===== config.mk =====
export PLATFORM = sky130hd
export DESIGN_NAME = tdm_demux2_flat
export DESIGN_NICKNAME = d
export VERILOG_FILES = /design/src/rtl/tdm_pkg.sv /design/src/rtl/tdm_demux2_if.sv /design/src/rtl/tdm_slot_fsm.sv /design/src/rtl/tdm_demux2.sv /design/src/flat_wrapper.sv
export SDC_FILE = /design/constraint.sdc
export NUM_CORES = 1
export LEC_CHECK = 0
export CORE_AREA = 2 2 39 41
export CTS_CLUSTER_DIAMETER = 100
export DETAILED_ROUTE_END_ITERATION = 10
export DIE_AREA = 0 0 41 43
export SLEW_MARGIN = 20
export SYNTH_ARGS = -nofsm -noshare
export SYNTH_HDL_FRONTEND = slang
export SYNTH_SLANG_ARGS = --single-unit
export TNS_END_PERCENT = 20

===== constraint.sdc =====
create_clock -name Clock -period 1.52 [get_ports Clock]
set_input_delay 0.304 -clock Clock [delete_from_list [all_inputs] [get_ports Clock]]
set_output_delay 0.304 -clock Clock [all_outputs]
set_load 0.005 [all_outputs]

===== src/rtl/tdm_pkg.sv =====
// Shared definitions for the two-channel TDM link (multiplexer and demultiplexer).
// Optional feature macro: TDM_DEMUX2_ERRCNT_EN (builds the sync-error counter).
package tdm_pkg;

    // Sample width used by both ends of the link unless overridden.
    localparam int unsigned WIDTH_DEFAULT = 1;

    // Sync-error counter geometry.
    localparam int unsigned ERRCNT_W = 8;
    localparam logic [ERRCNT_W-1:0] ERRCNT_MAX = 8'd255;

    // Slot-alignment states of the receiver.
    typedef enum logic [1:0] {
        HUNT  = 2'd0,
        EXP_A = 2'd1,
        EXP_B = 2'd2
    } state_e;

endpackage


===== src/rtl/tdm_demux2_if.sv =====
// Shared-link input and per-channel output bundle of tdm_demux2.
// master: link driver / consumer side; slave: the demultiplexer.
interface tdm_demux2_if #(
    parameter int unsigned WIDTH = tdm_pkg::WIDTH_DEFAULT
);
    logic [WIDTH-1:0]             D;
    logic                         Valid;
    logic                         Sync;
    logic [WIDTH-1:0]             A;
    logic [WIDTH-1:0]             B;
    logic                         AValid;
    logic                         BValid;
    logic                         Locked;
    logic [tdm_pkg::ERRCNT_W-1:0] ErrCnt;

    modport master (
        output D, Valid, Sync,
        input  A, B, AValid, BValid, Locked, ErrCnt
    );

    modport slave (
        input  D, Valid, Sync,
        output A, B, AValid, BValid, Locked, ErrCnt
    );
endinterface


===== src/rtl/tdm_slot_fsm.sv =====
// Slot-alignment tracker: decodes Valid/Sync against the current slot
// expectation, produces channel load enables and the sync-error count.
// ErrCnt register exists only when TDM_DEMUX2_ERRCNT_EN is defined.
module tdm_slot_fsm
    import tdm_pkg::*;
(
    input  logic                Clock,
    input  logic                Resetn,
    input  logic                valid,
    input  logic                sync,
    output logic                ld_a_c,
    output logic                ld_b_c,
    output logic                err_inc_c,
    output logic                locked,
    output logic [ERRCNT_W-1:0] err_cnt
);

    state_e state;

    // A sync-flagged sample always belongs to channel A, whatever the state.
    assign ld_a_c = valid & sync;

    // A non-sync sample is channel B only when B is the expected slot.
    assign ld_b_c = valid & ~sync & (state == EXP_B);

    // Missing B slot (sync while expecting B) or sync lost (no sync while expecting A).
    assign err_inc_c = valid & (((state == EXP_B) & sync) | ((state == EXP_A) & ~sync));

    // Slot state and Locked flag advance only on valid samples.
    always_ff @(posedge Clock or negedge Resetn) begin
        if (!Resetn) begin
            state  <= HUNT;
            locked <= 1'b0;
        end else if (valid) begin
            case (state)
                HUNT: begin
                    if (sync) begin
                        state  <= EXP_B;
                        locked <= 1'b1;
                    end
                end
                EXP_B: begin
                    if (!sync) begin
                        state <= EXP_A;
                    end
                end
                EXP_A: begin
                    if (sync) begin
                        state <= EXP_B;
                    end else begin
                        state  <= HUNT;
                        locked <= 1'b0;
                    end
                end
                default: begin
                    state  <= HUNT;
                    locked <= 1'b0;
                end
            endcase
        end
    end

`ifdef TDM_DEMUX2_ERRCNT_EN
    // Saturating sync-error counter; cleared only by reset.
    always_ff @(posedge Clock or negedge Resetn) begin
        if (!Resetn) begin
            err_cnt <= '0;
        end else if (err_inc_c && (err_cnt != ERRCNT_MAX)) begin
            err_cnt <= err_cnt + ERRCNT_W'(1);
        end
    end
`else
    assign err_cnt = '0;
`endif

endmodule


===== src/rtl/tdm_demux2.sv =====
// Two-channel TDM demultiplexer: routes interleaved A/B samples from the
// shared link into per-channel hold registers with one-cycle strobes.
// Optional feature macro: TDM_DEMUX2_ERRCNT_EN (sync-error counter).
module tdm_demux2
    import tdm_pkg::*;
#(
    parameter int unsigned WIDTH = WIDTH_DEFAULT
) (
    input  logic         Clock,
    input  logic         Resetn,
    tdm_demux2_if.slave  bus
);

    logic                ld_a;
    logic                ld_b;
    logic                err_inc_unused;
    logic                locked;
    logic [ERRCNT_W-1:0] err_cnt;
    logic [WIDTH-1:0]    a_q;
    logic [WIDTH-1:0]    b_q;
    logic                a_valid_q;
    logic                b_valid_q;

    tdm_slot_fsm u_slot_fsm (
        .Clock     (Clock),
        .Resetn    (Resetn),
        .valid     (bus.Valid),
        .sync      (bus.Sync),
        .ld_a_c    (ld_a),
        .ld_b_c    (ld_b),
        .err_inc_c (err_inc_unused),
        .locked    (locked),
        .err_cnt   (err_cnt)
    );

    // Channel hold registers load on their enable and otherwise keep the last sample.
    always_ff @(posedge Clock or negedge Resetn) begin
        if (!Resetn) begin
            a_q <= '0;
            b_q <= '0;
        end else begin
            if (ld_a) begin
                a_q <= bus.D;
            end
            if (ld_b) begin
                b_q <= bus.D;
            end
        end
    end

    // One-cycle update strobes; the enables are mutually exclusive by construction.
    always_ff @(posedge Clock or negedge Resetn) begin
        if (!Resetn) begin
            a_valid_q <= 1'b0;
            b_valid_q <= 1'b0;
        end else begin
            a_valid_q <= ld_a;
            b_valid_q <= ld_b;
        end
    end

    assign bus.A      = a_q;
    assign bus.B      = b_q;
    assign bus.AValid = a_valid_q;
    assign bus.BValid = b_valid_q;
    assign bus.Locked = locked;
    assign bus.ErrCnt = err_cnt;

endmodule


===== src/flat_wrapper.sv =====
// flat-port wrapper written by rule: the top's interface ports become plain ports
module tdm_demux2_flat import tdm_pkg::*;
#(
    parameter int unsigned WIDTH = WIDTH_DEFAULT
)
  (Clock, Resetn, bus_D, bus_Valid, bus_Sync, bus_A, bus_B, bus_AValid, bus_BValid, bus_Locked, bus_ErrCnt);
  tdm_demux2_if #(.WIDTH(WIDTH)) bus_i ();
  input  logic Clock;
  input  logic Resetn;
  input wire logic [$bits(bus_i.D)-1:0] bus_D;
  input wire logic [$bits(bus_i.Valid)-1:0] bus_Valid;
  input wire logic [$bits(bus_i.Sync)-1:0] bus_Sync;
  output wire logic [$bits(bus_i.A)-1:0] bus_A;
  output wire logic [$bits(bus_i.B)-1:0] bus_B;
  output wire logic [$bits(bus_i.AValid)-1:0] bus_AValid;
  output wire logic [$bits(bus_i.BValid)-1:0] bus_BValid;
  output wire logic [$bits(bus_i.Locked)-1:0] bus_Locked;
  output wire logic [$bits(bus_i.ErrCnt)-1:0] bus_ErrCnt;
  assign bus_i.D = bus_D;
  assign bus_i.Valid = bus_Valid;
  assign bus_i.Sync = bus_Sync;
  assign bus_A = bus_i.A;
  assign bus_B = bus_i.B;
  assign bus_AValid = bus_i.AValid;
  assign bus_BValid = bus_i.BValid;
  assign bus_Locked = bus_i.Locked;
  assign bus_ErrCnt = bus_i.ErrCnt;
  tdm_demux2 #(.WIDTH(WIDTH)) u_core (.Clock(Clock), .Resetn(Resetn), .bus(bus_i));
endmodule

# Word level (Yosys, flattened, before mapping)
# Cells that the tools add are included.
[totals] memories=0 word_cells=26 rom_bits=0 register_bits=7 latch_bits=0 ramBits=0 input_bits=5
[op_classes] add_sub_neg=0 shifts=0 magnitude_cmp=0 n_reduce_logical=3 mux=7 n_div=0 bitwise=5 eq_ne=5 mul=0
[op_table] operator="2-bit 2-to-1 mux" n=3
[op_table] operator="2-bit inequality test (second input constant)" n=3
[op_table] operator="2-bit case mux with 3 select lines" n=1
[op_table] operator="4-bit AND reduction" n=1
[op_table] operator="1-bit AND" n=3
[op_table] operator="1-bit case mux with 3 select lines" n=1
[op_table] operator="3-bit AND reduction" n=1
[op_table] operator="2-bit by 1-bit == test with 1-bit output (second input constant)" n=1
[op_table] operator="2-bit == test (second input constant)" n=1
[op_table] operator="2-bit logical NOT" n=1
[op_table] operator="1-bit 2-to-1 mux" n=2
[op_table] operator="1-bit inverter" n=2

# Longest topological paths before layout
[depth] depth_word=3 mapped_depth=3 depth_no_buf=3

# Modules after synthesis
# From an unflattened synthesis, not the netlist that was laid out.
[hier_totals] cells_unflattened=33 area_unflattened_um2=356.6
[modules_own_cells] module="tdm_slot_fsm" area_each_um2=230.2 cells_per_inst=27 instances=1
[modules_own_cells] module="tdm_demux2" area_each_um2=126.4 cells_per_inst=6 instances=1

# Least setup slack after synthesis
# OpenSTA, ideal clock, no wires.
[synth_timing] kind="reg2reg" startpoint="reg u_core.u_slot_fsm.state[1]" endpoint="reg u_core.b_q, in the netlist u_core.bus.B" arrival_time_ns=0.983 setup_ns=0.125 synth_period_minus_slack_ns=1.108 required_ns=1.395 stages_incl_launch_ff=4 slack_ns=0.412 n_path_buf=0 path_cell_list="dfrtp_1 > inv_1 > nor4b_4 > mux2_4"
[synth_between] elab_chain_cells=2
[synth_rtl] item="start: declaration" line="tdm_slot_fsm.sv:18" rtl="state_e state;"
[synth_rtl] item="start signal: assignment" line="tdm_slot_fsm.sv:32" rtl="state <= HUNT;"
[synth_rtl] item="start signal: assignment" line="tdm_slot_fsm.sv:38" rtl="state <= EXP_B;"
[synth_rtl] item="start signal: assignment" line="tdm_slot_fsm.sv:44" rtl="state <= EXP_A;"
[synth_rtl] item="2-bit == test" line="tdm_slot_fsm.sv:24" rtl="assign ld_b_c = valid & ~sync & (state == EXP_B);"
[synth_rtl] item="1-bit AND" line="tdm_slot_fsm.sv:24"
[synth_rtl] item="via u_core.ld_b" line="tdm_demux2.sv:15" rtl="logic ld_b;"
[synth_rtl] item="end signal: assignment" line="tdm_demux2.sv:46" rtl="b_q <= bus.D;"
[synth_rtl] item="end: declaration" line="tdm_demux2.sv:20" rtl="logic [WIDTH-1:0] b_q;"
# The timed path passes the listed nets, and every way through them passes these cells.
# A chain may end at the register's enable or synchronous reset.

# Worst setup path after layout
[layout_timing] startpoint="reg u_core.u_slot_fsm.locked" endpoint="out bus_Locked"
[layout_lines] item="start: declaration" line="tdm_slot_fsm.sv:14" rtl="output logic locked,"
[layout_lines] item="start signal: assignment" line="tdm_slot_fsm.sv:33" rtl="locked <= 1'b0;"
[layout_lines] item="start signal: assignment" line="tdm_slot_fsm.sv:39" rtl="locked <= 1'b1;"
[layout_lines] item="start signal: assignment" line="tdm_slot_fsm.sv:52" rtl="locked <= 1'b0;"
[layout_lines] item="end: declaration" line="flat_wrapper.sv:17" rtl="output wire logic [$bits(bus_i.Locked)-1:0] bus_Locked;"
# No word-level cell between the ends.

==> impl_metrics.toml <==
[critical_path]
cp.required_ns = 1.22
r2r_slack_ns = 0.32
criticalPathCategory = "register to output port"
crit_family = "buffers and inverters"
path_cells = "clkdlybuf4s50_1"
slowest_stage = "clkdlybuf4s50_1"
critPathMaxStageDelay_ns = 0.51
r2r_cells = 3
cp-start-kind = "register"
critPathCaptureType = "output port"
rr_startpoint = "u_core.u_slot_fsm.state[1]"
rr_endpoint = "u_core.bus.B"
crit_fanout = 3
cp_num_buf_inv = 1
cp.arrival_ns = 1.13

[global_route]
grt_pass1_vias = 217
grt_max_degree = 8
overflow = 0
grt_pass1_wl_um = 966
grt.total_usage_pct = 9.28
antenna_found_initial = 0

[clocking]
cts_root_buf = "clkbuf_4"
cts_tree = "yes"
postCtsResizedCells = 0
clk-insertion-delay-late_ns = 0.25
cts_buffers = 3
clockBufferDepth = 2
hold_buffers = 0
h-tree-depth = 1
cts.sinks = 7
post-cts-setup-buffers = 0
clk_pin_slew_worst_paths_ns = 0.06

[sta]
max_freq_ghz = 0.695
fin_skew_ns = 0.00644
finalSetupTns_ns = 0
setup_viol = 0
fin_hold_ws_ns = 0.319
finalHoldViolations = 0
fin_crit_sh_pct = 94.7
maxSlewViolCount = 0
period_minus_slack_ns = 1.44
rsz0062_at_grt = "false"

[die]
dieArea_mm2 = 0.00176
rows = 14
die_h_um = 43
io_pins = 18
start_util_pct = 25.0
die_w_um = 41
coreArea_mm2 = 0.00138

[routing]
dr.max_layer_used = "met4"
postRouteAntennaNets = 0
drc = 0
vias = 218
routed_wl_um = 659
wl_met1_um = 270
met3_length_um = 42
via_per_inst = 3.63
dr_wl_met2_um = 338
post_drt_wl_per_cell_um = 11.0
drtIter0Drc = 5
drt-pass1-iter-count = 3

[run]
maxCapViolations = 0

[yosys]
avgSynthCellArea_um2 = 11.5
synth_xor_area_share_pct = 0
netlist_area_um2 = 345
synth-seq-cells = 7
synth_compound_gate_area_share_pct = 8.70
synth_cell_type_count = 13
synth_top_family_by_area = "buffers and inverters"
synth-simple-area-share_pct = 12.3
yosys-top-cells-count = "buf_4, dfrtp_1, nand2_1"
synth_mux_area_share_pct = 7.61
synth.area.top_cells = "dfrtp_1, buf_4, nor4b_4"
synth-edff-count = 0
synth_fa_ha_area_share_pct = 0
synth_top_area_share_pct = 50.7
postSynth.asyncResetShare_pct = 100
synth_top_area_cell = "dfrtp_1"
seq_area_frac_synth_pct = 50.7
synth_flop_cell = "dfrtp_1"
synth_most_common_cell = "buf_4"
netlist_instances = 30
ys_warn_count = 0

[final_layout]
stdcell_count = 60
seq_area_um2 = 175
layout-drive-gt1-share_pct = 20.5
fillers = 144
multiInputGateArea_um2 = 129
n_antenna_cell = 0
final_core_util_pct = 33.5
synthToLayoutAreaGrowth_pct = 34.1
nets = 50

[place]
dp.cells = 56
numPortBuffers = 9
dpl.hpwl_um = 498
gp_congestion = 0.671

[power_and_ir_drop]
irDropWorstVdd_uv = 312
power_density_mw_per_mm2 = 1100
leakage_uw = 0.000214

[status]
status = "finished, final reports clean"

[worst_hold_path]
hold_class = "input pin to async pin"
-- state kept, by name (all words and copies together) (netlist names) --
name / cells
u_core.bus.B: 1
u_core.bus.A: 1
u_core.u_slot_fsm.locked: 1
u_core.bus.AValid: 1
u_core.u_slot_fsm.state: 2
u_core.bus.BValid: 1
-- layout by cell type (no fill, tap or decap), types with 2 or more instances in the layout --
| master | n |
|---|---|
| buf_4 | 2 |
| clkbuf_4 | 3 |
| clkdlybuf4s50_1 | 9 |
| conb_1 | 8 |
| dfrtp_1 | 7 |
| inv_1 | 2 |
| nand2_1 | 3 |
| o21ai_0 | 2 |
-- routing by layer --
metal,vias to the layer above,track usage (%)
met2,6,11.9
met3,2,4.71
li1,109,-
met4,0,8.00
met1,101,10.8
met5,-,0
-- kinds of logic (layout without fill, tap and decap cells) --
kind of cell | Yosys count | after routing
AO/OA/AOI/OAI | 5 | 5
buffers and inverters | 10 | 17
flip-flops | 7 | 7
multiplexers | 2 | 2
other | 1 | 8
AND/OR/NAND/NOR | 5 | 5
-- metrics by stage --
stage	power [uW]	area (um2)	setup WS [ns]
after detailed placement	337	437	-0.0837
final	508	463	0.0812
after global placement	335	437	-0.0531
after global routing	540	463	0.0313
after floorplan	284	372	0.412
after CTS	513	463	0.0732
-- area by class of cell --
type / instances / share of cell area [%]
multi-input cells: 20 / 27.8
clock buffers: 4 / 5.68
inverters: 2 / 1.62
flip-flops and latches: 7 / 37.8
well taps: 16 / 4.32
repair buffers: 11 / 22.7
-- worst max-delay path by stage --
stage	start	endpoint	slack, ns	cells past startpoint
floorplan	u_core.u_slot_fsm.state[1]	u_core.bus.B	0.41	3
global placement	bus_Sync	u_core.bus.B	-0.05	3
detailed placement	bus_Sync	u_core.bus.B	-0.08	3
CTS	u_core.u_slot_fsm.locked	bus_Locked	0.07	1
global route	u_core.u_slot_fsm.locked	bus_Locked	0.03	1
finish	u_core.u_slot_fsm.locked	bus_Locked	0.08	1
-- power breakdown --
part           internal (uW)  switching [uW]
registers                211            16.5
clock network            100            72.6
logic                   67.7            40.0
total                    379             129
Note: power is estimated with default switching activity, not from simulation.
